==> config.mk <==
export PLATFORM = sky130hd
export DESIGN_NAME = audio_fir_mac
export DESIGN_NICKNAME = d
export VERILOG_FILES = /design/src/rtl/audio_fir_pkg.sv /design/src/rtl/fir_sample_ring.sv /design/src/rtl/audio_fir_mac.sv
export SDC_FILE = /design/constraint.sdc
export NUM_CORES = 2
export LEC_CHECK = 0
export BUFFER_PORTS_ARGS = -buffer_cell sky130_fd_sc_hd__buf_2
export CAP_MARGIN = 30
export CELL_PAD_IN_SITES_DETAIL_PLACEMENT = 1
export CELL_PAD_IN_SITES_GLOBAL_PLACEMENT = 2
export CORE_UTILIZATION = 24
export DETAILED_ROUTE_END_ITERATION = 10
export PLACE_DENSITY_LB_ADDON = 0.1
export SYNTH_ARGS = -nofsm -noshare
export SYNTH_HDL_FRONTEND = slang
export SYNTH_HIERARCHICAL = 1
export SYNTH_SLANG_ARGS = --single-unit
==> constraint.sdc <==
create_clock -name clk -period 11.7 [get_ports clk]
set_input_delay 0 -clock clk [delete_from_list [all_inputs] [get_ports clk]]
set_output_delay 0 -clock clk [all_outputs]
set_load 0.05 [all_outputs]
==> src/rtl/audio_fir_pkg.sv <==
`default_nettype none
// +----------------------------------------------------------------------------+
// | audio_fir_pkg : shared types, helpers and default taps for audio_fir_mac   |
// | Rev 1.0                                                                    |
// +----------------------------------------------------------------------------+
package audio_fir_pkg;

    typedef enum logic [1:0] {
        ST_IDLE  = 2'd0,
        ST_MAC   = 2'd1,
        ST_ROUND = 2'd2,
        ST_OUT   = 2'd3
    } fir_state_t;

    localparam int c_DEF_TAPS = 10;

    // Symmetric low-pass prototype, Q1.15.
    localparam logic [15:0] c_DEF_COEF [c_DEF_TAPS] = '{
        16'h00F2, 16'h087E, 16'h21F7, 16'h4F40, 16'h76DF,
        16'h76DF, 16'h4F40, 16'h21F7, 16'h087E, 16'h00F2
    };

    function automatic int clog2(input int n);
        int r;
        r = 0;
        for (int v = n - 1; v > 0; v = v >> 1) begin
            r = r + 1;
        end
        return (r < 1) ? 1 : r;
    endfunction

    function automatic logic signed [15:0] def_coef(input int idx);
        logic signed [15:0] v;
        v = '0;
        if (idx >= 0 && idx < c_DEF_TAPS) begin
            v = $signed(c_DEF_COEF[idx]);
        end
        return v;
    endfunction

endpackage
`default_nettype wire

==> src/rtl/fir_sample_ring.sv <==
`default_nettype none
// +----------------------------------------------------------------------------+
// | fir_sample_ring : TAPS-deep sample history with tap-relative read port     |
// | Rev 1.0                                                                    |
// +----------------------------------------------------------------------------+
module fir_sample_ring #(
    parameter int DW   = 16,
    parameter int TAPS = 10,
    parameter int AW   = 4
) (
    input  logic                 clk,
    input  logic                 reset,
    input  logic                 i_we,
    input  logic [DW-1:0]        i_wdata,
    input  logic                 i_adv,
    input  logic [AW-1:0]        i_tap,
    output logic signed [DW-1:0] o_rdata
);

    logic signed [DW-1:0] r_hist [TAPS];
    logic [AW-1:0]        r_wptr;
    logic [AW-1:0]        w_rd_idx;

    always_ff @(posedge clk or posedge reset) begin
        if (reset) begin
            for (int i = 0; i < TAPS; i++) begin
                r_hist[i] <= '0;
            end
            r_wptr <= '0;
        end else begin
            if (i_we) begin
                r_hist[r_wptr] <= $signed(i_wdata);
            end
            if (i_adv) begin
                r_wptr <= (r_wptr == AW'(TAPS - 1)) ? '0 : r_wptr + 1'b1;
            end
        end
    end

    // Modular arithmetic in AW bits still lands on the right slot after wrap.
    assign w_rd_idx = (i_tap > r_wptr) ? (r_wptr + AW'(TAPS) - i_tap)
                                       : (r_wptr - i_tap);
    assign o_rdata  = r_hist[w_rd_idx];

endmodule
`default_nettype wire

==> src/rtl/audio_fir_mac.sv <==
`default_nettype none
// +----------------------------------------------------------------------------+
// | audio_fir_mac : single-multiplier FIR with rounding, saturation, handshake |
// | Rev 1.0                                                                    |
// +----------------------------------------------------------------------------+
module audio_fir_mac
    import audio_fir_pkg::*;
#(
    parameter int DW    = 16,
    parameter int CW    = 16,
    parameter int TAPS  = 10,
    parameter int SHIFT = 15
) (
    input  logic                     clk,
    input  logic                     reset,
    input  logic                     in_valid,
    output logic                     in_ready,
    input  logic [DW-1:0]            in_data,
    output logic                     out_valid,
    input  logic                     out_ready,
    output logic [DW-1:0]            out_data,
    output logic                     out_sat,
    input  logic                     coef_we,
    input  logic [clog2(TAPS)-1:0]   coef_addr,
    input  logic [CW-1:0]            coef_data,
    output logic                     coef_err
);

    localparam int c_AW    = clog2(TAPS);
    localparam int c_PW    = DW + CW;
    localparam int c_ACC_W = DW + CW + c_AW;
    localparam int c_RND_W = c_ACC_W + 1;

    localparam logic signed [c_RND_W-1:0] c_RND_HALF = c_RND_W'(1) << (SHIFT - 1);
    localparam logic signed [c_RND_W-1:0] c_OUT_MAX  =
        {{(c_RND_W - DW + 1){1'b0}}, {(DW - 1){1'b1}}};
    localparam logic signed [c_RND_W-1:0] c_OUT_MIN  =
        {{(c_RND_W - DW + 1){1'b1}}, {(DW - 1){1'b0}}};

    fir_state_t                 r_state;
    fir_state_t                 w_state_nxt;
    logic [c_AW-1:0]            r_k;
    logic signed [c_ACC_W-1:0]  r_acc;
    logic signed [CW-1:0]       r_coef [TAPS];
    logic [DW-1:0]              r_out_data;
    logic                       r_out_valid;
    logic                       r_out_sat;
    logic                       r_coef_err;

    logic                       w_idle;
    logic                       w_in_ready;
    logic                       w_accept;
    logic                       w_coef_ok;
    logic                       w_coef_bad;
    logic                       w_last_tap;
    logic                       w_out_take;
    logic signed [DW-1:0]       w_hist;
    logic signed [c_PW-1:0]     w_prod;
    logic signed [c_ACC_W-1:0]  w_acc_nxt;
    logic signed [c_RND_W-1:0]  w_rnd_sum;
    logic signed [c_RND_W-1:0]  w_rnd_shift;
    logic                       w_sat_hi;
    logic                       w_sat_lo;
    logic [DW-1:0]              w_rnd_data;

    assign w_idle     = (r_state == ST_IDLE);
    assign w_in_ready = w_idle && !coef_we;
    assign w_accept   = in_valid && w_in_ready;
    assign w_coef_ok  = coef_we && w_idle && ({1'b0, coef_addr} < (c_AW + 1)'(TAPS));
    assign w_coef_bad = coef_we && !w_coef_ok;
    assign w_last_tap = (r_k == c_AW'(TAPS - 1));
    assign w_out_take = r_out_valid && out_ready;

    fir_sample_ring #(
        .DW   (DW),
        .TAPS (TAPS),
        .AW   (c_AW)
    ) u_ring (
        .clk     (clk),
        .reset   (reset),
        .i_we    (w_accept),
        .i_wdata (in_data),
        .i_adv   ((r_state == ST_OUT) && w_out_take),
        .i_tap   (r_k),
        .o_rdata (w_hist)
    );

    assign w_prod    = r_coef[r_k] * w_hist;
    assign w_acc_nxt = r_acc + {{c_AW{w_prod[c_PW-1]}}, w_prod};

    // Round half up, then clamp into the signed output range.
    assign w_rnd_sum   = {r_acc[c_ACC_W-1], r_acc} + c_RND_HALF;
    assign w_rnd_shift = w_rnd_sum >>> SHIFT;
    assign w_sat_hi    = (w_rnd_shift > c_OUT_MAX);
    assign w_sat_lo    = (w_rnd_shift < c_OUT_MIN);
    assign w_rnd_data  = w_sat_hi ? {1'b0, {(DW - 1){1'b1}}} :
                         w_sat_lo ? {1'b1, {(DW - 1){1'b0}}} :
                         w_rnd_shift[DW-1:0];

    always_ff @(posedge clk or posedge reset) begin
        if (reset) begin
            r_state <= ST_IDLE;
        end else begin
            r_state <= w_state_nxt;
        end
    end

    always_comb begin
        w_state_nxt = r_state;
        case (r_state)
            ST_IDLE:  if (w_accept)   w_state_nxt = ST_MAC;
            ST_MAC:   if (w_last_tap) w_state_nxt = ST_ROUND;
            ST_ROUND: w_state_nxt = ST_OUT;
            ST_OUT:   if (w_out_take) w_state_nxt = ST_IDLE;
            default:  w_state_nxt = ST_IDLE;
        endcase
    end

    always_ff @(posedge clk or posedge reset) begin
        if (reset) begin
            r_acc       <= '0;
            r_k         <= '0;
            r_out_data  <= '0;
            r_out_valid <= 1'b0;
            r_out_sat   <= 1'b0;
            r_coef_err  <= 1'b0;
            for (int i = 0; i < TAPS; i++) begin
                r_coef[i] <= (TAPS == c_DEF_TAPS) ? CW'(def_coef(i)) : '0;
            end
        end else begin
            r_coef_err <= w_coef_bad;
            if (w_coef_ok) begin
                r_coef[coef_addr] <= $signed(coef_data);
            end
            case (r_state)
                ST_IDLE: begin
                    if (w_accept) begin
                        r_acc <= '0;
                        r_k   <= '0;
                    end
                end
                ST_MAC: begin
                    r_acc <= w_acc_nxt;
                    r_k   <= w_last_tap ? '0 : r_k + 1'b1;
                end
                ST_ROUND: begin
                    r_out_data  <= w_rnd_data;
                    r_out_sat   <= w_sat_hi || w_sat_lo;
                    r_out_valid <= 1'b1;
                end
                ST_OUT: begin
                    if (w_out_take) begin
                        r_out_valid <= 1'b0;
                    end
                end
                default: ;
            endcase
        end
    end

    assign in_ready  = w_in_ready;
    assign out_valid = r_out_valid;
    assign out_data  = r_out_data;
    assign out_sat   = r_out_sat;
    assign coef_err  = r_coef_err;

endmodule
`default_nettype wire

==> results.txt <==
The run finished with clean final reports. Leaving out fill and tap cells, the most frequent cell in the layout is sky130_fd_sc_hd__inv_1. The count of antenna-violating nets left after detailed routing was 0; the largest net degree at the start of global routing was 100.

STA classifies the critical path startpoint as a flip-flop. The DRC violation count after routing is 0, and the placed wire-length estimate is 67800 µm. Summing all non-filler instances in the final layout gives an area of 34500 µm². Synthesis produced a netlist with a net count of 3078. Counting flops with a built-in enable in the synthesized netlist gives 0.

The setup check on the worst reg-to-reg path leaves a slack of 630 ps. Post-placement cell area: 32200 µm². For the initial antenna violation count, the log shows 2. The most prevalent standard cell on the critical path was sky130_fd_sc_hd__fa_1. After clock tree synthesis, the clock-pin slew on the worst setup and hold paths is 60 ps.

Summing the areas of all xor and xnor instances in the mapped netlist gives 2.52% of the synthesized area. The wire length per cell after detailed routing was 21.0 µm. After detailed routing, the number of vias per cell comes to 4.44. In the final layout, flip-flops and latches occupy 9740 µm². The share of the synthesized area in compound gates (AO/OA/AOI/OAI) came out at 6.79%.

STA classifies the critical path endpoint as a flip-flop. The proportion of synthesized area in mux cells is 18.9%. The critical path is of the reg -> reg type. Summing the areas of all and, or, nand and nor instances in the mapped netlist gives 8.75% of the synthesized area.

Global routing used 15.1% of the available tracks. The total CTS buffers was 52; the layout filler cell count was 13514. Number of I/O pins: 61.

Of the cells placed in the final design, the portion with a size suffix greater than 1 is 27.3%. The logs give 6 for the yosys synthesis warning count and 22602 for the via count of the first global-routing pass. The tools report the root buffer cell as sky130_fd_sc_hd__clkbuf_16. Between clock sinks in the finished design, the worst skew comes to 30.7 ps. Data on the critical path is required at its endpoint by 12280 ps.

Routability congestion estimate from global placement: 0.789. The number of port buffers came out at 60. After the first detailed-routing iteration, the DRC count stood at 775. Once the floorplan was initialized, standard cells occupied 24.2% of the core. The synthesized netlist devotes 23.6% of its cell area to adder and majority cells. The path type of the worst min-delay path is in -> async. The tools report the data arrival time of the worst path as 11650 ps. The final layout contains routed wiring with a total length of 92700 µm. TritonCTS built the clock tree. For this run, the leading register cell type out of synthesis is sky130_fd_sc_hd__dfrtp_1.

The delay of the slowest cell on the worst path was 590 ps; the maximum operating frequency was 90.3 MHz. Summing over every cut layer, the via total after detailed routing is 19601. The normalized max-slew margin came out at 39.0%. The logs give 0 for the final count of pins violating max slew and 122000 µm² for the area of the core region. The post-route clock period utilization was 94.6%. The mean instance size in the synthesized netlist is 11.2 µm². The worst-margin pin slew was 912 ps; the post-synth design cell area was 29600 µm². In the final timing run, aggregate negative setup slack is 0 ps.

The die area was 125000 µm²; the first-pass GRT wire length was 144000 µm. The number of register bits inferred by synthesis is 385. The multi-input combinational cells in the finished layout cover a total of 18100 µm². Global routing finished with a remaining overflow of 0. After the last flow step, the layout net total stands at 3185.

The worst hold-check slack came out at 33.9 ps. By area, the combinational part of the netlist is dominated by adder cells. For this design, the slowest cell found on the critical path is sky130_fd_sc_hd__fa_1. The die is 353 µm tall. The latest clock arrival within the worst-skew pair came out at 640 ps.

In the layout the commonest cells are sky130_fd_sc_hd__inv_1 (364), sky130_fd_sc_hd__mux2_2 (336), sky130_fd_sc_hd__dfrtp_1 (305). Across the run, the number of max-cap violations was 0. Number of sinks driven by the clock tree: 385. Counting I/O delays and the setup requirement, the final critical path takes 11070 ps. For the number of endpoints with negative hold slack in the final report, the log shows 0. The sequential cell area fraction in the yosys report is 32.9%.

Counting distinct cell types in the post-synthesis netlist gives 83. The top fanout value on the critical path was 19; the post-synthesis to final-layout area growth was 16.6%. For this run, the detailed router's first-pass iteration total came to 6. The floorplan has 128 rows.

Number of buffers between clock root and the deepest sink: 3. Setup repair after global routing left no endpoint under its margin. Of all flip-flops after synthesis, the portion carrying an async set or reset was 100%. The cell count after synthesis was 2640; the depth of the CTS H-tree was 2. Setup violations remaining at the end of the flow were counted as 0. Die boundary width: 353 µm.
critical path, delay by kind of cell, from the launching register on:
family          cells  cell delay, ps
compound gates     18            3430
xor+xnor            1             150
fa+ha+maj          10            4570
buf+inv             5             750
flops               1             370
mux                 2             730
simple gates        4             990
per-stage QoR:
step                util, %  cells  setup slack, ps
global placement       26.3   4274              164
global route           28.2   4414             31.1
CTS                    28.1   4410              122
floorplan                 -   2640             1230
finish                 28.2   4416              630
detailed placement     26.4   4278              194
synthesized netlist by cell type (9+ instances only):
| cell type | count | area share (%) |
|---|---|---|
| sky130_fd_sc_hd__o22ai_1 | 18 | 0.38 |
| sky130_fd_sc_hd__xnor2_1 | 59 | 1.7 |
| sky130_fd_sc_hd__a221oi_1 | 16 | 0.47 |
| sky130_fd_sc_hd__nand3_1 | 22 | 0.37 |
| sky130_fd_sc_hd__clkbuf_1 | 71 | 0.90 |
| sky130_fd_sc_hd__a21o_1 | 20 | 0.51 |
| sky130_fd_sc_hd__mux4_2 | 57 | 4.3 |
| sky130_fd_sc_hd__ha_1 | 131 | 5.5 |
| sky130_fd_sc_hd__xor2_1 | 26 | 0.77 |
| sky130_fd_sc_hd__o21ai_0 | 74 | 1.3 |
| sky130_fd_sc_hd__and2_1 | 127 | 2.7 |
| sky130_fd_sc_hd__o21bai_1 | 11 | 0.28 |
| sky130_fd_sc_hd__buf_1 | 37 | 0.47 |
| sky130_fd_sc_hd__nor2_1 | 72 | 0.91 |
| sky130_fd_sc_hd__fa_1 | 266 | 18 |
| sky130_fd_sc_hd__inv_1 | 367 | 4.7 |
| sky130_fd_sc_hd__dfrtp_1 | 307 | 26 |
| sky130_fd_sc_hd__and3_1 | 9 | 0.19 |
| sky130_fd_sc_hd__nand2b_1 | 23 | 0.49 |
| sky130_fd_sc_hd__nor3_1 | 13 | 0.22 |
| sky130_fd_sc_hd__buf_2 | 21 | 0.36 |
| sky130_fd_sc_hd__mux2_2 | 336 | 13 |
| sky130_fd_sc_hd__mux2i_1 | 33 | 1.1 |
| sky130_fd_sc_hd__nand2_1 | 213 | 2.7 |
| sky130_fd_sc_hd__a21oi_1 | 103 | 1.7 |
| sky130_fd_sc_hd__dfstp_2 | 78 | 6.9 |
area by class of cell:
cell class                      count  share of cell area [%]
Tap cell                         1625                    5.90
Timing Repair Buffer              187                    4.19
Antenna cell                        2                  0.0145
Clock inverter                     16                   0.835
Inverter                          367                    4.04
Sequential cell                   385                    28.3
Clock buffer                       80                    4.31
Multi-Input combinational cell   1754                    52.4
registers in the layout, indices dropped and copies added (netlist names):
signal	count
out_sat	1
r_k	4
coef_err	1
r_coef	160
r_acc	36
out_data	16
out_valid	1
u_ring/r_wptr	4
u_ring/r_hist	160
r_state	2
what timing repair did:
item                                   in CTS  in global routing
setup buffers                               0                  2
setup endpoints to repair                   0                  3
gates resized for setup                     0                 16
hold buffers                               36                  0
endpoints found under the hold margin     509                  0
kinds of logic (layout without fill, tap and decap cells):
group	after synthesis	in the layout
other cells	0	2
buf+inv	501	650
xor+xnor	85	85
simple gates	524	524
flops	385	385
fa+ha+maj	397	397
mux	433	433
compound gates	315	315
final timing paths:
| check | startpoint | to | cells past startpoint |
|---|---|---|---|
| min reg2reg | r_acc[4]$_DFFE_PP0P_ | r_acc[4]$_DFFE_PP0P_ | 2 |
| max in group asynchronous | reset | r_acc[23]$_DFFE_PP0P_ | 6 |
| max reg2reg | u_ring/r_wptr[0]$_DFFE_PP0P_ | r_acc[35]$_DFFE_PP0P_ | 40 |
| min in group clk | coef_addr[0] | r_coef[59]$_DFFE_PP1P_ | 4 |
| min | reset | coef_err$_DFF_PP0_ | 3 |
| max | u_ring/r_wptr[0]$_DFFE_PP0P_ | r_acc[35]$_DFFE_PP0P_ | 40 |
metal layers:
metal | track usage (%) | share of wire [%]
met3 | 1.86 | 2.5
met2 | 26.3 | 50
met1 | 19.9 | 46
met5 | 0 | 0.014
met4 | 2.86 | 1.6
Power is not shown: default switching activity piles up to over one toggle a cycle in this logic, so the estimate is an artifact.
